$ cat config.mk
export PLATFORM = sky130hd
export DESIGN_NAME = semaforo_cruce_ctrl_flat
export DESIGN_NICKNAME = d
export VERILOG_FILES = /design/src/rtl/semaforo_pkg.sv /design/src/rtl/semaforo_cruce_ctrl_if.sv /design/src/rtl/temporizador.sv /design/src/rtl/semaforo_cruce_ctrl.sv /design/src/flat_wrapper.sv
export SDC_FILE = /design/constraint.sdc
export NUM_CORES = 1
export LEC_CHECK = 0
export CAP_MARGIN = 5
export CORE_ASPECT_RATIO = 1.2
export CORE_MARGIN = 2
export CORE_UTILIZATION = 45
export CTS_BUF_LIST = sky130_fd_sc_hd__clkbuf_4
export DETAILED_ROUTE_END_ITERATION = 12
export DONT_BUFFER_PORTS = 1
export PLACE_DENSITY = 0.64
export SYNTH_ARGS = -nofsm -noshare
export SYNTH_HDL_FRONTEND = slang
export SYNTH_HIERARCHICAL = 1
export SYNTH_SLANG_ARGS = --single-unit
$ cat constraint.sdc
create_clock -name clk -period 3.2 [get_ports clk]
set_input_delay 0.96 -clock clk [delete_from_list [all_inputs] [get_ports clk]]
set_output_delay 0.96 -clock clk [all_outputs]
set_load 0.1 [all_outputs]
$ cat src/rtl/semaforo_pkg.sv
`default_nettype none
// ============================================================================
// semaforo_pkg : state encoding and default phase durations for the crossing
// Rev 1.0
// ============================================================================
package semaforo_pkg;

    typedef enum logic [3:0] {
        VERDE_A    = 4'd0,
        AMARILLO_A = 4'd1,
        ROJO_1     = 4'd2,
        VERDE_B    = 4'd3,
        AMARILLO_B = 4'd4,
        ROJO_2     = 4'd5,
        PEATON     = 4'd6
    } estado_t;

    localparam int unsigned T_VERDE_DEF     = 8;
    localparam int unsigned T_AMARILLO_DEF  = 3;
    localparam int unsigned T_TODO_ROJO_DEF = 1;
    localparam int unsigned T_PEATON_DEF    = 6;
    localparam int unsigned CNT_W_DEF       = 4;

endpackage
`default_nettype wire

$ cat src/rtl/semaforo_cruce_ctrl_if.sv
`default_nettype none
// ============================================================================
// semaforo_cruce_ctrl_if : request inputs and lamp/status outputs of the crossing
// Rev 1.0
// ============================================================================
interface semaforo_cruce_ctrl_if;

    logic       IN;
    logic       Sensor;
    logic       Rojo_A;
    logic       Amarillo_A;
    logic       Verde_A;
    logic       Rojo_B;
    logic       Amarillo_B;
    logic       Verde_B;
    logic       Pasar_Persona;
    logic       Peticion_Pendiente;
    logic [3:0] Estado;

    modport master (
        output IN, Sensor,
        input  Rojo_A, Amarillo_A, Verde_A,
        input  Rojo_B, Amarillo_B, Verde_B,
        input  Pasar_Persona, Peticion_Pendiente, Estado
    );

    modport slave (
        input  IN, Sensor,
        output Rojo_A, Amarillo_A, Verde_A,
        output Rojo_B, Amarillo_B, Verde_B,
        output Pasar_Persona, Peticion_Pendiente, Estado
    );

endinterface
`default_nettype wire

$ cat src/rtl/temporizador.sv
`default_nettype none
// ============================================================================
// temporizador : down counter with synchronous load, saturating at zero
// Rev 1.0
// ============================================================================
module temporizador #(
    parameter int unsigned      CNT_W   = 4,
    parameter logic [CNT_W-1:0] RST_VAL = '0
) (
    input  wire logic             clk,
    input  wire logic             rst,
    input  wire logic             carga,
    input  wire logic [CNT_W-1:0] valor,
    output logic                  fin
);

    logic [CNT_W-1:0] cnt_q;
    logic [CNT_W-1:0] cnt_d;

    always_comb begin
        cnt_d = cnt_q;
        if (carga) begin
            cnt_d = valor;
        end else if (cnt_q != '0) begin
            cnt_d = cnt_q - 1'b1;
        end
    end

    always_ff @(posedge clk or posedge rst) begin
        if (rst) begin
            cnt_q <= RST_VAL;
        end else begin
            cnt_q <= cnt_d;
        end
    end

    assign fin = (cnt_q == '0);

endmodule
`default_nettype wire

$ cat src/rtl/semaforo_cruce_ctrl.sv
`default_nettype none
// ============================================================================
// semaforo_cruce_ctrl : Moore sequencer for a two-road crossing with walk phase
// Rev 1.0
// ============================================================================
module semaforo_cruce_ctrl
    import semaforo_pkg::*;
#(
    parameter int unsigned T_VERDE     = T_VERDE_DEF,
    parameter int unsigned T_AMARILLO  = T_AMARILLO_DEF,
    parameter int unsigned T_TODO_ROJO = T_TODO_ROJO_DEF,
    parameter int unsigned T_PEATON    = T_PEATON_DEF,
    parameter int unsigned CNT_W       = CNT_W_DEF
) (
    input  wire logic           clk,
    input  wire logic           rst,
    semaforo_cruce_ctrl_if.slave bus
);

    localparam logic [CNT_W-1:0] C_CARGA_VERDE    = CNT_W'(T_VERDE - 1);
    localparam logic [CNT_W-1:0] C_CARGA_AMARILLO = CNT_W'(T_AMARILLO - 1);
    localparam logic [CNT_W-1:0] C_CARGA_ROJO     = CNT_W'(T_TODO_ROJO - 1);
    localparam logic [CNT_W-1:0] C_CARGA_PEATON   = CNT_W'(T_PEATON - 1);

    estado_t          state_q;
    estado_t          state_d;
    logic             car_pend_q;
    logic             car_pend_d;
    logic             ped_pend_q;
    logic             ped_pend_d;
    logic             fin;
    logic             carga;
    logic [CNT_W-1:0] valor;

    temporizador #(
        .CNT_W   (CNT_W),
        .RST_VAL (C_CARGA_VERDE)
    ) u_temporizador (
        .clk   (clk),
        .rst   (rst),
        .carga (carga),
        .valor (valor),
        .fin   (fin)
    );

    always_ff @(posedge clk or posedge rst) begin
        if (rst) begin
            state_q    <= VERDE_A;
            car_pend_q <= 1'b0;
            ped_pend_q <= 1'b0;
        end else begin
            state_q    <= state_d;
            car_pend_q <= car_pend_d;
            ped_pend_q <= ped_pend_d;
        end
    end

    // Unlisted codes fall to the default and restart at VERDE_A.
    always_comb begin
        state_d = state_q;
        case (state_q)
            VERDE_A:    if (fin && (car_pend_q || ped_pend_q)) state_d = AMARILLO_A;
            AMARILLO_A: if (fin) state_d = ROJO_1;
            ROJO_1:     if (fin) state_d = ped_pend_q ? PEATON : VERDE_B;
            PEATON:     if (fin) state_d = car_pend_q ? VERDE_B : VERDE_A;
            VERDE_B:    if (fin) state_d = AMARILLO_B;
            AMARILLO_B: if (fin) state_d = ROJO_2;
            ROJO_2:     if (fin) state_d = VERDE_A;
            default:    state_d = VERDE_A;
        endcase
    end

    always_comb begin
        carga = (state_d != state_q);
        case (state_d)
            VERDE_A, VERDE_B:       valor = C_CARGA_VERDE;
            AMARILLO_A, AMARILLO_B: valor = C_CARGA_AMARILLO;
            ROJO_1, ROJO_2:         valor = C_CARGA_ROJO;
            PEATON:                 valor = C_CARGA_PEATON;
            default:                valor = C_CARGA_VERDE;
        endcase
    end

    // Clearing on the entry edge takes priority over a request seen that cycle.
    always_comb begin
        car_pend_d = car_pend_q;
        ped_pend_d = ped_pend_q;
        if (bus.Sensor && (state_q != VERDE_B) && (state_q != AMARILLO_B)) begin
            car_pend_d = 1'b1;
        end
        if (bus.IN && (state_q != PEATON)) begin
            ped_pend_d = 1'b1;
        end
        if ((state_d == VERDE_B) && (state_q != VERDE_B)) begin
            car_pend_d = 1'b0;
        end
        if ((state_d == PEATON) && (state_q != PEATON)) begin
            ped_pend_d = 1'b0;
        end
    end

    logic w_verde_a;
    logic w_amarillo_a;
    logic w_verde_b;
    logic w_amarillo_b;

    assign w_verde_a    = (state_q == VERDE_A);
    assign w_amarillo_a = (state_q == AMARILLO_A);
    assign w_verde_b    = (state_q == VERDE_B);
    assign w_amarillo_b = (state_q == AMARILLO_B);

    assign bus.Verde_A            = w_verde_a;
    assign bus.Amarillo_A         = w_amarillo_a;
    assign bus.Rojo_A             = ~(w_verde_a | w_amarillo_a);
    assign bus.Verde_B            = w_verde_b;
    assign bus.Amarillo_B         = w_amarillo_b;
    assign bus.Rojo_B             = ~(w_verde_b | w_amarillo_b);
    assign bus.Pasar_Persona      = (state_q == PEATON);
    assign bus.Peticion_Pendiente = ped_pend_q;
    assign bus.Estado             = state_q;

endmodule
`default_nettype wire

$ cat src/flat_wrapper.sv
// flat-port wrapper written by rule: the top's interface ports become plain ports
module semaforo_cruce_ctrl_flat import semaforo_pkg::*;
#(
    parameter int unsigned T_VERDE     = T_VERDE_DEF,
    parameter int unsigned T_AMARILLO  = T_AMARILLO_DEF,
    parameter int unsigned T_TODO_ROJO = T_TODO_ROJO_DEF,
    parameter int unsigned T_PEATON    = T_PEATON_DEF,
    parameter int unsigned CNT_W       = CNT_W_DEF
)
  (clk, rst, bus_IN, bus_Sensor, bus_Rojo_A, bus_Amarillo_A, bus_Verde_A, bus_Rojo_B, bus_Amarillo_B, bus_Verde_B, bus_Pasar_Persona, bus_Peticion_Pendiente, bus_Estado);
  semaforo_cruce_ctrl_if bus_i ();
  input  wire logic clk;
  input  wire logic rst;
  input wire logic [$bits(bus_i.IN)-1:0] bus_IN;
  input wire logic [$bits(bus_i.Sensor)-1:0] bus_Sensor;
  output wire logic [$bits(bus_i.Rojo_A)-1:0] bus_Rojo_A;
  output wire logic [$bits(bus_i.Amarillo_A)-1:0] bus_Amarillo_A;
  output wire logic [$bits(bus_i.Verde_A)-1:0] bus_Verde_A;
  output wire logic [$bits(bus_i.Rojo_B)-1:0] bus_Rojo_B;
  output wire logic [$bits(bus_i.Amarillo_B)-1:0] bus_Amarillo_B;
  output wire logic [$bits(bus_i.Verde_B)-1:0] bus_Verde_B;
  output wire logic [$bits(bus_i.Pasar_Persona)-1:0] bus_Pasar_Persona;
  output wire logic [$bits(bus_i.Peticion_Pendiente)-1:0] bus_Peticion_Pendiente;
  output wire logic [$bits(bus_i.Estado)-1:0] bus_Estado;
  assign bus_i.IN = bus_IN;
  assign bus_i.Sensor = bus_Sensor;
  assign bus_Rojo_A = bus_i.Rojo_A;
  assign bus_Amarillo_A = bus_i.Amarillo_A;
  assign bus_Verde_A = bus_i.Verde_A;
  assign bus_Rojo_B = bus_i.Rojo_B;
  assign bus_Amarillo_B = bus_i.Amarillo_B;
  assign bus_Verde_B = bus_i.Verde_B;
  assign bus_Pasar_Persona = bus_i.Pasar_Persona;
  assign bus_Peticion_Pendiente = bus_i.Peticion_Pendiente;
  assign bus_Estado = bus_i.Estado;
  semaforo_cruce_ctrl #(.T_VERDE(T_VERDE), .T_AMARILLO(T_AMARILLO), .T_TODO_ROJO(T_TODO_ROJO), .T_PEATON(T_PEATON), .CNT_W(CNT_W)) u_core (.clk(clk), .rst(rst), .bus(bus_i));
endmodule
After elaboration in Yosys (flattened, before gate mapping)
Index checks and enable logic that the tools add are counted.
Cells by class
  add/sub/neg operators: 1
  multipliers: 0
  divide/modulo/power cells: 0
  $lt $le $gt $ge: 0
  equality and inequality tests: 16
  shifts and indexed selects: 0
  multiplexer cells: 17
  bitwise gates (word level): 4
  reduce and logical (&&, ||, !) cells: 15
Operators by type and width (number)
  $mux 4: 9
  $pmux 4 s7: 1
  $eq 4x3->1 const B: 6
  $eq 4x2->1 const B: 4
  $pmux 3 s3: 1
  $eq 4x1->1 const B: 2
  $logic_not 4->1: 2
  $ne 4x3->1 const B: 2
  $logic_and 1x1->1: 6
  $reduce_bool 2->1: 3
  $mux 1: 4
  $ne 4x2->1 const B: 1
  $ne 4x4->1: 1
  $reduce_bool 4->1: 1
  $reduce_or 2->1: 2
  $sub 4x1->4 const B: 1
  $mux 3: 1
  $mux 2: 1
  $not 1->1: 2
  $or 1x1->1: 2
  $logic_or 1x1->1: 1
Word-level totals
  register bits after elaboration: 10
  latch bits: 0
  memory bits (writable): 0
  memory bits (read-only): 0
  bits of input ports: 4
  logic and storage cells: 57
  memories kept: 0

Depth between registers and ports, before layout
Gate-level depths: netlist (run 1).
  depth in word-level cells: 8
  mapped depth: 12
  gate-level depth less buffers: 10

Hierarchy
The synthesis (run 1) kept the hierarchy.
By module, submodules not included
  semaforo_cruce_ctrl: instances 1, cells an instance 62, area an instance 518.0 sq um, sequential area each 150.1 sq um
  temporizador: instances 1, cells an instance 23, area an instance 240.2 sq um, sequential area each 103.8 sq um

Least setup slack after synthesis (run 1)
Ideal clock, no wire load.
  path kind: flip-flop to output port
  from: register u_core.state_q[2] (netlist: u_core/bus.Estado[2])
  to: output bus_Rojo_B
  data arrival time: 4.649 ns
  required time: 2.240 ns
  slack: -2.409 ns
  cell stages (with the launch flop): 5
  buffers on the path: 1
  cells stage by stage: dfrtp_1 -> buf_6 -> nand2b_1 -> nor3_1 -> nor2_1
Between the ends
  cells in the longest elaborated chain, start to end: 3
  elaborated cells on any way between the ends: 4
  classes of those cells: eq/ne (2); bitwise (2)
Ends and longest elaborated chain
  start, declared: RTL line semaforo_cruce_ctrl.sv:25  | estado_t state_q;
  start signal, assigned: RTL line semaforo_cruce_ctrl.sv:52  | state_q <= state_d;
  $eq 4x3->1: RTL line semaforo_cruce_ctrl.sv:110  | assign w_amarillo_b = (state_q == AMARILLO_B);
  named net bus_Amarillo_B: RTL line flat_wrapper.sv:20  | output wire logic [$bits(bus_i.Amarillo_B)-1:0] bus_Amarillo_B;
  $or 1x1->1: RTL line semaforo_cruce_ctrl.sv:117  | assign bus.Rojo_B = ~(w_verde_b | w_amarillo_b);
  $not 1->1: RTL line semaforo_cruce_ctrl.sv:117
  end, declared: RTL line flat_wrapper.sv:19  | output wire logic [$bits(bus_i.Rojo_B)-1:0] bus_Rojo_B;
The timed path passes the listed nets, and every way through them passes these cells.

Final worst setup path (run 1)
  from: register u_core.u_temporizador.cnt_q[0]
  to: register u_core.u_temporizador.cnt_q[3]
Between the ends
  cells in the longest elaborated chain, start to end: 6
  elaborated cells on any way between the ends: 16
  classes of those cells: add/sub (1); eq/ne (1); mux (10); reduce/logical (4)
Ends and longest elaborated chain
  start, declared: RTL line temporizador.sv:17  | logic [CNT_W-1:0] cnt_q;
  start signal, assigned: RTL line temporizador.sv:33  | cnt_q <= cnt_d;
  $logic_not 4->1 *: RTL line temporizador.sv:37  | assign fin = (cnt_q == '0);
  named net u_core.fin: RTL line semaforo_cruce_ctrl.sv:31  | logic fin;
  $logic_and 1x1->1: RTL line semaforo_cruce_ctrl.sv:62  | VERDE_A: if (fin && (car_pend_q || ped_pend_q)) state_d = AMARILLO_A;
  $mux 4: RTL line semaforo_cruce_ctrl.sv:62
  $pmux 4 s7 *: RTL line semaforo_cruce_ctrl.sv:61  | case (state_q)
  $ne 4x4->1 *: RTL line semaforo_cruce_ctrl.sv:74  | carga = (state_d != state_q);
  named net u_core.carga: RTL line semaforo_cruce_ctrl.sv:32  | logic carga;
  $mux 4 or $reduce_bool 2->1 (tied branches)
Mark *: on every way through the listed nets, which the timed path passes. The rest lies on a longest branch. The select of a mux whose other input is x is not followed.
A chain may end at the register's enable or synchronous reset.

==> results, run 1 <==
- The area growth from synthesis to layout is 21.78%.
- Setup violations remaining at the end of the flow were counted as 0.
- The flow ran to the end, and the final reports show no timing, DRC or antenna violations.
- The number of warnings issued by yosys is 6.
- The worst min-delay path class is in2async.
- The number of nets in the final layout is 103.
- The sum of negative setup slack is 0 ns.
- The number of filler instances in the final layout is 142.
- The via count of the first global-routing pass is 624.
- Once layout is complete, the utilization of the core stands at 57.66%.
- The share of the Yosys chip area taken by registers is 33.50%.
- The worst path in the final design needs a cycle of about 2.9 ns, including I/O delays and setup.
- TritonCTS built the clock tree.
- The reg-to-reg critical path startpoint is u_core/u_temporizador/cnt_q[0].
- The number of routed nets with antenna violations is 0.
- Detailed routing inserted a total of 661 vias.
- The number of slew-limit violations in the final report is 0.
- The initialized floorplan defines 16 standard-cell rows.
- In the final layout, the share of cells above drive strength 1 is 37.11%.
- The maximum clock frequency is between 300 and 400 MHz.
- In this run the count of I/O pins placed on the die edge is 16.
- The most common library cell in the layout ignoring fill and taps is sky130_fd_sc_hd__buf_4.
- In this run the register-to-register setup slack is 0.27 ns.
- A synthesized cell averages approximately 8.9 sq um.
- The initial core utilization is 47.34%.
- The worst setup path is of the reg2reg kind.
- In the final layout, flip-flops and latches occupy about 250 sq um.
- Summing all multi-input logic gate instances after layout gives 462.9 sq um.
- The number of buffers created by CTS is 3.
- After routing the design area is about 920 sq um.
- The full die area is 2031 sq um.
- The region available for standard cell placement spans 1602 sq um.
- The insertion delay of the later-clocked pin in the worst-skew pair is 0.26 ns.
- Measured along the x axis, the die boundary spans 41.47 microns.
- At the worst endpoint, the arrival time is 3.07 ns.
- The worst-case IR drop observed on VDD is 0.0002305 V.
- The count of instances resized after the clock tree is built is 0.
- The routability congestion estimate from global placement is 0.7521.
- The clock skew after layout is roughly 0.0026 ns.
- After synthesis the netlist holds a flip-flop and latch count of 10.
- Detailed placement ended at an HPWL of 1253 microns.
- The share of async-settable or async-resettable flops after synthesis is between 90% and 100%.
- The maximum number of pins on one net before global-route repair is 13.
- The DRC violations left is 0.
- The clock transition time at the flip-flop clock pins of the worst setup and hold paths is approximately 0.06 ns.
- The first global-routing pass estimated roughly 2600 microns of wire.
- The number of hold buffers added after cts is 0.
- The worst register-to-register path has a depth of 10.
- The endpoint identified for the worst register-to-register timing path is u_core/u_temporizador/cnt_q[3].
- For this run the aggregate overflow at the end of global routing stands at 0.
- Clock tree synthesis found a total of 10 sinks.
- The number of non-filler instances in the completed layout is 115.
- The synthesized design contains 0 enable-type register cells.
- The number of antenna diodes is 0.
- Setup repair after global routing left no endpoint under its margin.
- The design draws roughly 320 uW.
- Clock tree synthesis selected as its root buffer the cell sky130_fd_sc_hd__clkbuf_4.
- In the final routed layout, each cell accounts on average for 13.33 microns.
- The height of the chip is 48.97 microns.
- In this run the static leakage power is 0.0003589 uW.
- Dividing the final minimum period by the clock period gives 91.67%.
- The average via count per standard cell is about 5.7.
- In the layout the commonest cells are sky130_fd_sc_hd__buf_4 (9), sky130_fd_sc_hd__inv_1 (8), sky130_fd_sc_hd__dfrtp_1 (7).
- For this block, the routed nets add up to 1533 microns of wire.
- The power per cell area is 342.2 nW/um^2.
- The first TritonRoute pass finished after 4 iterations.
- CTS built an H-tree with a depth of 1.
- The first routing iteration left 19 violations.
- The total global-route track usage is between 10% and 20%.
- After technology mapping, the gate count stands at 85.
- STA puts the critical path data required time at 3.34 ns.
- In this run the tightest slew margin relative to its limit is 63.88%.
- Once the clock tree was built, the setup fixing pass inserted 0 buffers.
- Port buffering added 0 buffers.
- The number of buffers on the longest clock path is 2.
- The number of failing hold endpoints at the final stage is 0.
- The worst setup path is launched from a register.
- The nature of the critical path endpoint is a register.
- For the pin with the worst max-slew slack, the measured transition is 0.5412 ns.
- Summing all placed instances gives a cell area of between 800 and 900 sq um.
- The distinct cell type count after synthesis is 40.
- The number of antenna violations at the first check in global routing came to 0.
- After detailed placement, the design holds a cell count of ~110.
- For this run, the leading register cell type out of synthesis is sky130_fd_sc_hd__dfrtp_1.
- The cell area that synthesis handed to floorplanning was around 760 sq um.
- Across the run, the number of max-cap violations was 0.
- The maximum fanout along the worst path is 11.
-- registers in the layout, indices dropped and copies added (netlist names) --
| signal | flops |
|---|---|
| u_core/bus.Estado | 4 |
| u_core/bus.Peticion_Pendiente | 1 |
| u_core/car_pend_q | 1 |
| u_core/u_temporizador/cnt_q | 4 |
-- logic make-up (layout without fill, tap and decap cells) --
logic type      count (synthesis)  after routing  synth area share, %
other cells                     1              2               0.4946
simple gates                   30             30                23.77
flops                          10             10                33.50
compound gates                 23             23                20.96
buf+inv                        13             24                10.40
mux                             4              4                5.775
fa+ha+maj                       1              1                1.650
xor+xnor                        3              3                3.466
-- worst max path at each step --
stage | from | end | slack [ns] | cells after the start
2_1_floorplan | u_core/bus.Estado[2] | bus_Rojo_B | -0.33 | 4
3_3_place_gp | u_core/u_temporizador/cnt_q[0] | u_core/u_temporizador/cnt_q[3] | 0.36 | 10
3_5_place_dp | u_core/u_temporizador/cnt_q[0] | u_core/u_temporizador/cnt_q[3] | 0.29 | 10
4_1_cts | u_core/u_temporizador/cnt_q[0] | u_core/u_temporizador/cnt_q[3] | 0.28 | 10
5_1_grt | u_core/u_temporizador/cnt_q[0] | u_core/u_temporizador/cnt_q[3] | 0.12 | 10
6_report | u_core/u_temporizador/cnt_q[0] | u_core/u_temporizador/cnt_q[3] | 0.27 | 10
-- synthesized netlist by cell type (2+ instances only) --
master / instances / area share (%)
sky130_fd_sc_hd__o21ai_0: 4 / 2.6
sky130_fd_sc_hd__a211oi_1: 3 / 3.0
sky130_fd_sc_hd__mux2_2: 3 / 4.5
sky130_fd_sc_hd__buf_6: 4 / 5.9
sky130_fd_sc_hd__nand2_1: 7 / 3.5
sky130_fd_sc_hd__a21oi_1: 6 / 4.0
sky130_fd_sc_hd__xnor2_1: 2 / 2.3
sky130_fd_sc_hd__dfstp_2: 3 / 10
sky130_fd_sc_hd__inv_1: 8 / 4.0
sky130_fd_sc_hd__nor3_1: 4 / 2.6
sky130_fd_sc_hd__dfrtp_1: 7 / 23
sky130_fd_sc_hd__nor2_1: 6 / 3.0
-- power by group --
group,switching (uW),internal [uW]
clock network,38.8,44.8
registers,10.6,141
logic,50.7,30.3
total,100,216
-- metrics by stage --
| stage | hold WS (ns) | worst slack (ns) |
|---|---|---|
| floorplan | 0.5296 | -0.3339 |
| global placement | 0.6097 | 0.3597 |
| detailed placement | 0.6184 | 0.2903 |
| CTS | 0.4520 | 0.2807 |
| global route | 0.4626 | 0.1190 |
| finish | 0.4574 | 0.2666 |
-- layer usage --
metal	vias up	GRT usage, %	share of wire [%]
met1	309	18.31	40
met5	-	0	0
met4	0	11.83	3.0
li1	318	-	-
met2	29	28.65	49
met3	5	2.593	7.4
-- critical path: stages, from the launching register on --
cell	delay, ns
sky130_fd_sc_hd__dfstp_2	0.37
sky130_fd_sc_hd__inv_1	0.08
sky130_fd_sc_hd__ha_1	0.22
sky130_fd_sc_hd__nor3b_4	0.51
sky130_fd_sc_hd__or2b_2	0.25
sky130_fd_sc_hd__o21ai_2	0.06
sky130_fd_sc_hd__and3_4	0.19
sky130_fd_sc_hd__or4_1	0.49
sky130_fd_sc_hd__nand3_1	0.23
sky130_fd_sc_hd__nor3_1	0.08
sky130_fd_sc_hd__a221o_1	0.34
-- final cells by class --
cell class / instances / share of cell area (%)
flip-flops and latches: 10 / 27.51
well taps: 18 / 2.439
clock inverters: 1 / 0.4065
multi-input cells: 63 / 50.14
repair buffers: 12 / 13.82
clock buffers: 3 / 2.439
inverters: 8 / 3.252
Power figures use the tool's default switching activity.
==> run 2, diff against run 1 <==
- CAP_MARGIN: 5 -> default
==> results of run 2 <==
No change in the layout: final DEF, timing and power equal those of run 1.
==> run 3, diff against run 2 <==
- CORE_UTILIZATION: 45 -> 28
- PLACE_DENSITY: 0.64 -> 0.45
- SYNTH_HIERARCHICAL: 1 -> default
==> run 3 against run 2 <==
Clock power up 8.3%. Register-to-register slack better by 0.60 ns. Critical endpoint is now bus_Rojo_B. Sequential power down 5%. Synthesized cell count up 5.9%.
==> results, run 3 <==
- The initial core utilization is 29.75%.
- The full die area is 3147 sq um.
- The nature of the critical path endpoint is an output pin.
- At the pin with the least slew margin, the transition time is roughly 0.72 ns.
- The combined area of the multi-input logic cells is 515.5 sq um.
- The number of antenna violations at the first check in global routing is 0.
- The most common library cell in the layout ignoring fill and taps is sky130_fd_sc_hd__nor2_1.
- The average routed wire per standard cell is between 10 and 15 microns.
- The number of nets handed over by synthesis was 95.
- Clock skew on the completed layout was measured at 0.001113 ns.
- The kind of launch point of the worst setup path is a register.
- The run finished with clean final reports.
- The fraction of final layout cells with drive strength greater than 1 is approximately 33%.
- The core area is approximately 2600 sq um.
- STA puts the critical path data arrival time at 1.74 ns.
- The number of top-level pins is 16.
- The sum of negative setup slack is 0 ns.
- In this run the tightest slew margin relative to its limit is 51.58%.
- In this run the number of H-tree levels came out at 1.
- The routed layout has about 700 vias.
- In this run the post-CTS setup repair buffer count came out at 0.
- For this run, the total global-route usage over all layers was measured as 13.91%.
- The kind of critical path is reg2out.
- The worst path needs around 2.7 ns of the cycle, external delays included.
- For this run, design rule violations remaining after detail routing come to 0.
- In the synthesized netlist the dominant register cell turns out to be sky130_fd_sc_hd__dfrtp_1.
- The remaining global-route overflow is 0.
- At the worst endpoint, the required time is ~2.2 ns.
- The number of violations of the max-capacitance limit is 0.
- Counting the fill cells in the layout gives 267.
- The area share of the leading cell type in the synthesized netlist is around 23%.
- After synthesis the netlist holds a flip-flop and latch count of 10.
- In the synthesized netlist, the number of instances is 90.
- The final HPWL from detailed placement is ~1600 microns.
- The final period utilization is 84.46%.
- The clock tree from TritonCTS is built.
- The DRC violation total after the first TritonRoute iteration is 45.
- The worst min-delay path class is in2async.
- The wire length of the first global-routing pass is 3256 microns.
- The number of nets in the final layout is around 110.
- The maximum number of pins on one net before global-route repair is 11.
- Setup repair after global routing left no endpoint under its margin.
- Registers take 254.0 sq um.
- By area the synthesized netlist is led by sky130_fd_sc_hd__dfrtp_1 (23%), sky130_fd_sc_hd__dfstp_2 (10%), sky130_fd_sc_hd__nor2_1 (5.9%).
- The number of setup violations in the final report is 0.
- No sink is reached through more buffers than the 2 on the longest clock path.
- In the routed layout, each cell is associated on average with a via count of 5.241.
- The finished layout holds 133 standard cells, fillers aside.
- The clock transition time at the flip-flop clock pins of the worst setup and hold paths is 0.07 ns.
- Compared with the post-synthesis result, the final layout area differs by 31.14%.
- After synthesis, flip-flops and latches occupy 33.44% of the total area.
- The distinct cell type count after synthesis is 40.
- The maximum fanout along the worst path is 9.
- 0 antenna diodes ended up in the layout.
- The maximum clock frequency is 370.0 MHz.
- The count of instances resized after the clock tree is built is 0.
- The cell sitting at the root of the clock tree is a sky130_fd_sc_hd__clkbuf_4.
- The number of buffers created by CTS is 3.
- Of all flip-flops after synthesis, the portion carrying an async set or reset was 100.0%.
- The height of the chip is around 61 microns.
- Among all cell types in the netlist, the one instantiated most often is sky130_fd_sc_hd__nor2_1.
- The detailed-routing iteration count for the pre-antenna-repair pass is 4.
- In this run the remaining antenna-violating nets after routing total 0.
- The leakage component of the power is 0.0003905 uW.
- The number of failing hold endpoints at the final stage is 0.
- The power per cell area is ~300 nW/um^2.
- The peak ir drop on the vdd network is 0.0001934 V.
- The cell total after placement is between 100 and 150.
- After clock tree synthesis, the flow added hold-fix buffers numbering 0.
- The power after layout is 297.9 uW.
- The number of enable flip-flop cells after synthesis is 0.
- The biggest area consumer among synthesized cells is sky130_fd_sc_hd__dfrtp_1.
- The top cell types in the final layout, fill and taps aside, are sky130_fd_sc_hd__nor2_1 (9), sky130_fd_sc_hd__a21oi_1 (7), sky130_fd_sc_hd__buf_4 (7), sky130_fd_sc_hd__dfrtp_1 (7).
- The number of slew-limit violations in the final report is 0.
- The number of clock sinks is 10.
- The mean instance size in the synthesized netlist is 8.439 sq um.
- The final wirelength is about 2000 microns.
- The insertion delay of the later-clocked pin in the worst-skew pair is 0.26 ns.
- The number of warnings issued by yosys is 0.
- By count the netlist is led by sky130_fd_sc_hd__nor2_1 (12), sky130_fd_sc_hd__a21oi_1 (7), sky130_fd_sc_hd__dfrtp_1 (7).
- The width of the chip is 51.55 microns.
- The mapped netlist covers 759.5 sq um.
- The via count of the first global-routing pass came to roughly 680.
- The cell row count is 20.
- The routability congestion estimate from global placement is 0.7975.
- The port buffer count is 0.
run 3: path summary, 6_finish.rpt:
| kind | slack, ns | from | cells after the start | endpoint |
|---|---|---|---|---|
| setup / recovery | 0.50 | u_core.bus.Estado[0] | 3 | bus_Rojo_B |
| hold / removal | 0.57 | rst | 1 | u_core.bus.Estado[0] |
| setup reg to reg | 0.87 | u_core.u_temporizador.cnt_q[0] | 7 | u_core.u_temporizador.cnt_q[1] |
| hold reg to reg | 0.61 | u_core.car_pend_q | 2 | u_core.car_pend_q |
| max in group asynchronous | 2.31 | rst | 1 | u_core.u_temporizador.cnt_q[1] |
| min in group clk | 0.61 | u_core.car_pend_q | 2 | u_core.car_pend_q |
run 3: layout make-up:
type,count,share of cell area [%]
multi-input cells,68,51.76
well taps,33,4.146
clock buffers,3,2.261
flip-flops and latches,10,25.50
repair buffers,11,13.32
clock inverters,1,0.3769
inverters,7,2.638
run 3: cell families after synthesis:
kind of cell | after synthesis | synth area share [%]
compound gates | 19 | 19.28
fa+ha+maj | 1 | 1.647
buf+inv | 12 | 7.248
flops | 10 | 33.44
mux | 1 | 1.318
other cells | 1 | 0.4938
simple gates | 46 | 36.57
run 3: per-stage QoR:
step / hold slack (ns) / worst slack [ns] / util, % / cell area [sq um]
after floorplan: 0.5242 / -0.1971 / - / 824.5
after global placement: 0.6099 / 0.8225 / 37.99 / 969.7
after detailed placement: 0.5934 / 0.7815 / 37.99 / 969.7
after CTS: 0.5749 / 0.4857 / 39.02 / 996.0
after global routing: 0.5942 / 0.4082 / 39.02 / 996.0
final: 0.5678 / 0.4972 / 39.02 / 996.0
run 3: per-layer routing:
metal / GRT usage [%] / up-vias / wire [microns] / part of all wire, %
met4: 5.639 / 0 / 17 / 0.87
met5: 0 / - / 0 / 0
li1: - / 341 / - / -
met1: 17.66 / 337 / 869 / 44
met3: 3.155 / 2 / 117 / 6.0
met2: 23.08 / 17 / 952 / 49
run 3: report_power, final:
part	total, uW	switching [uW]	internal (uW)
Combinational	64.9	44.4	20.5
Sequential	143	7.35	135
Clock	90.5	45.5	45.0
Total	298	97.3	201
run 3: critical path: stages (launching register included):
cell and delay (ns):
sky130_fd_sc_hd__dfrtp_1 0.56, sky130_fd_sc_hd__nand2_1 0.22, sky130_fd_sc_hd__nor2_1 0.09, sky130_fd_sc_hd__o21ai_4 0.61
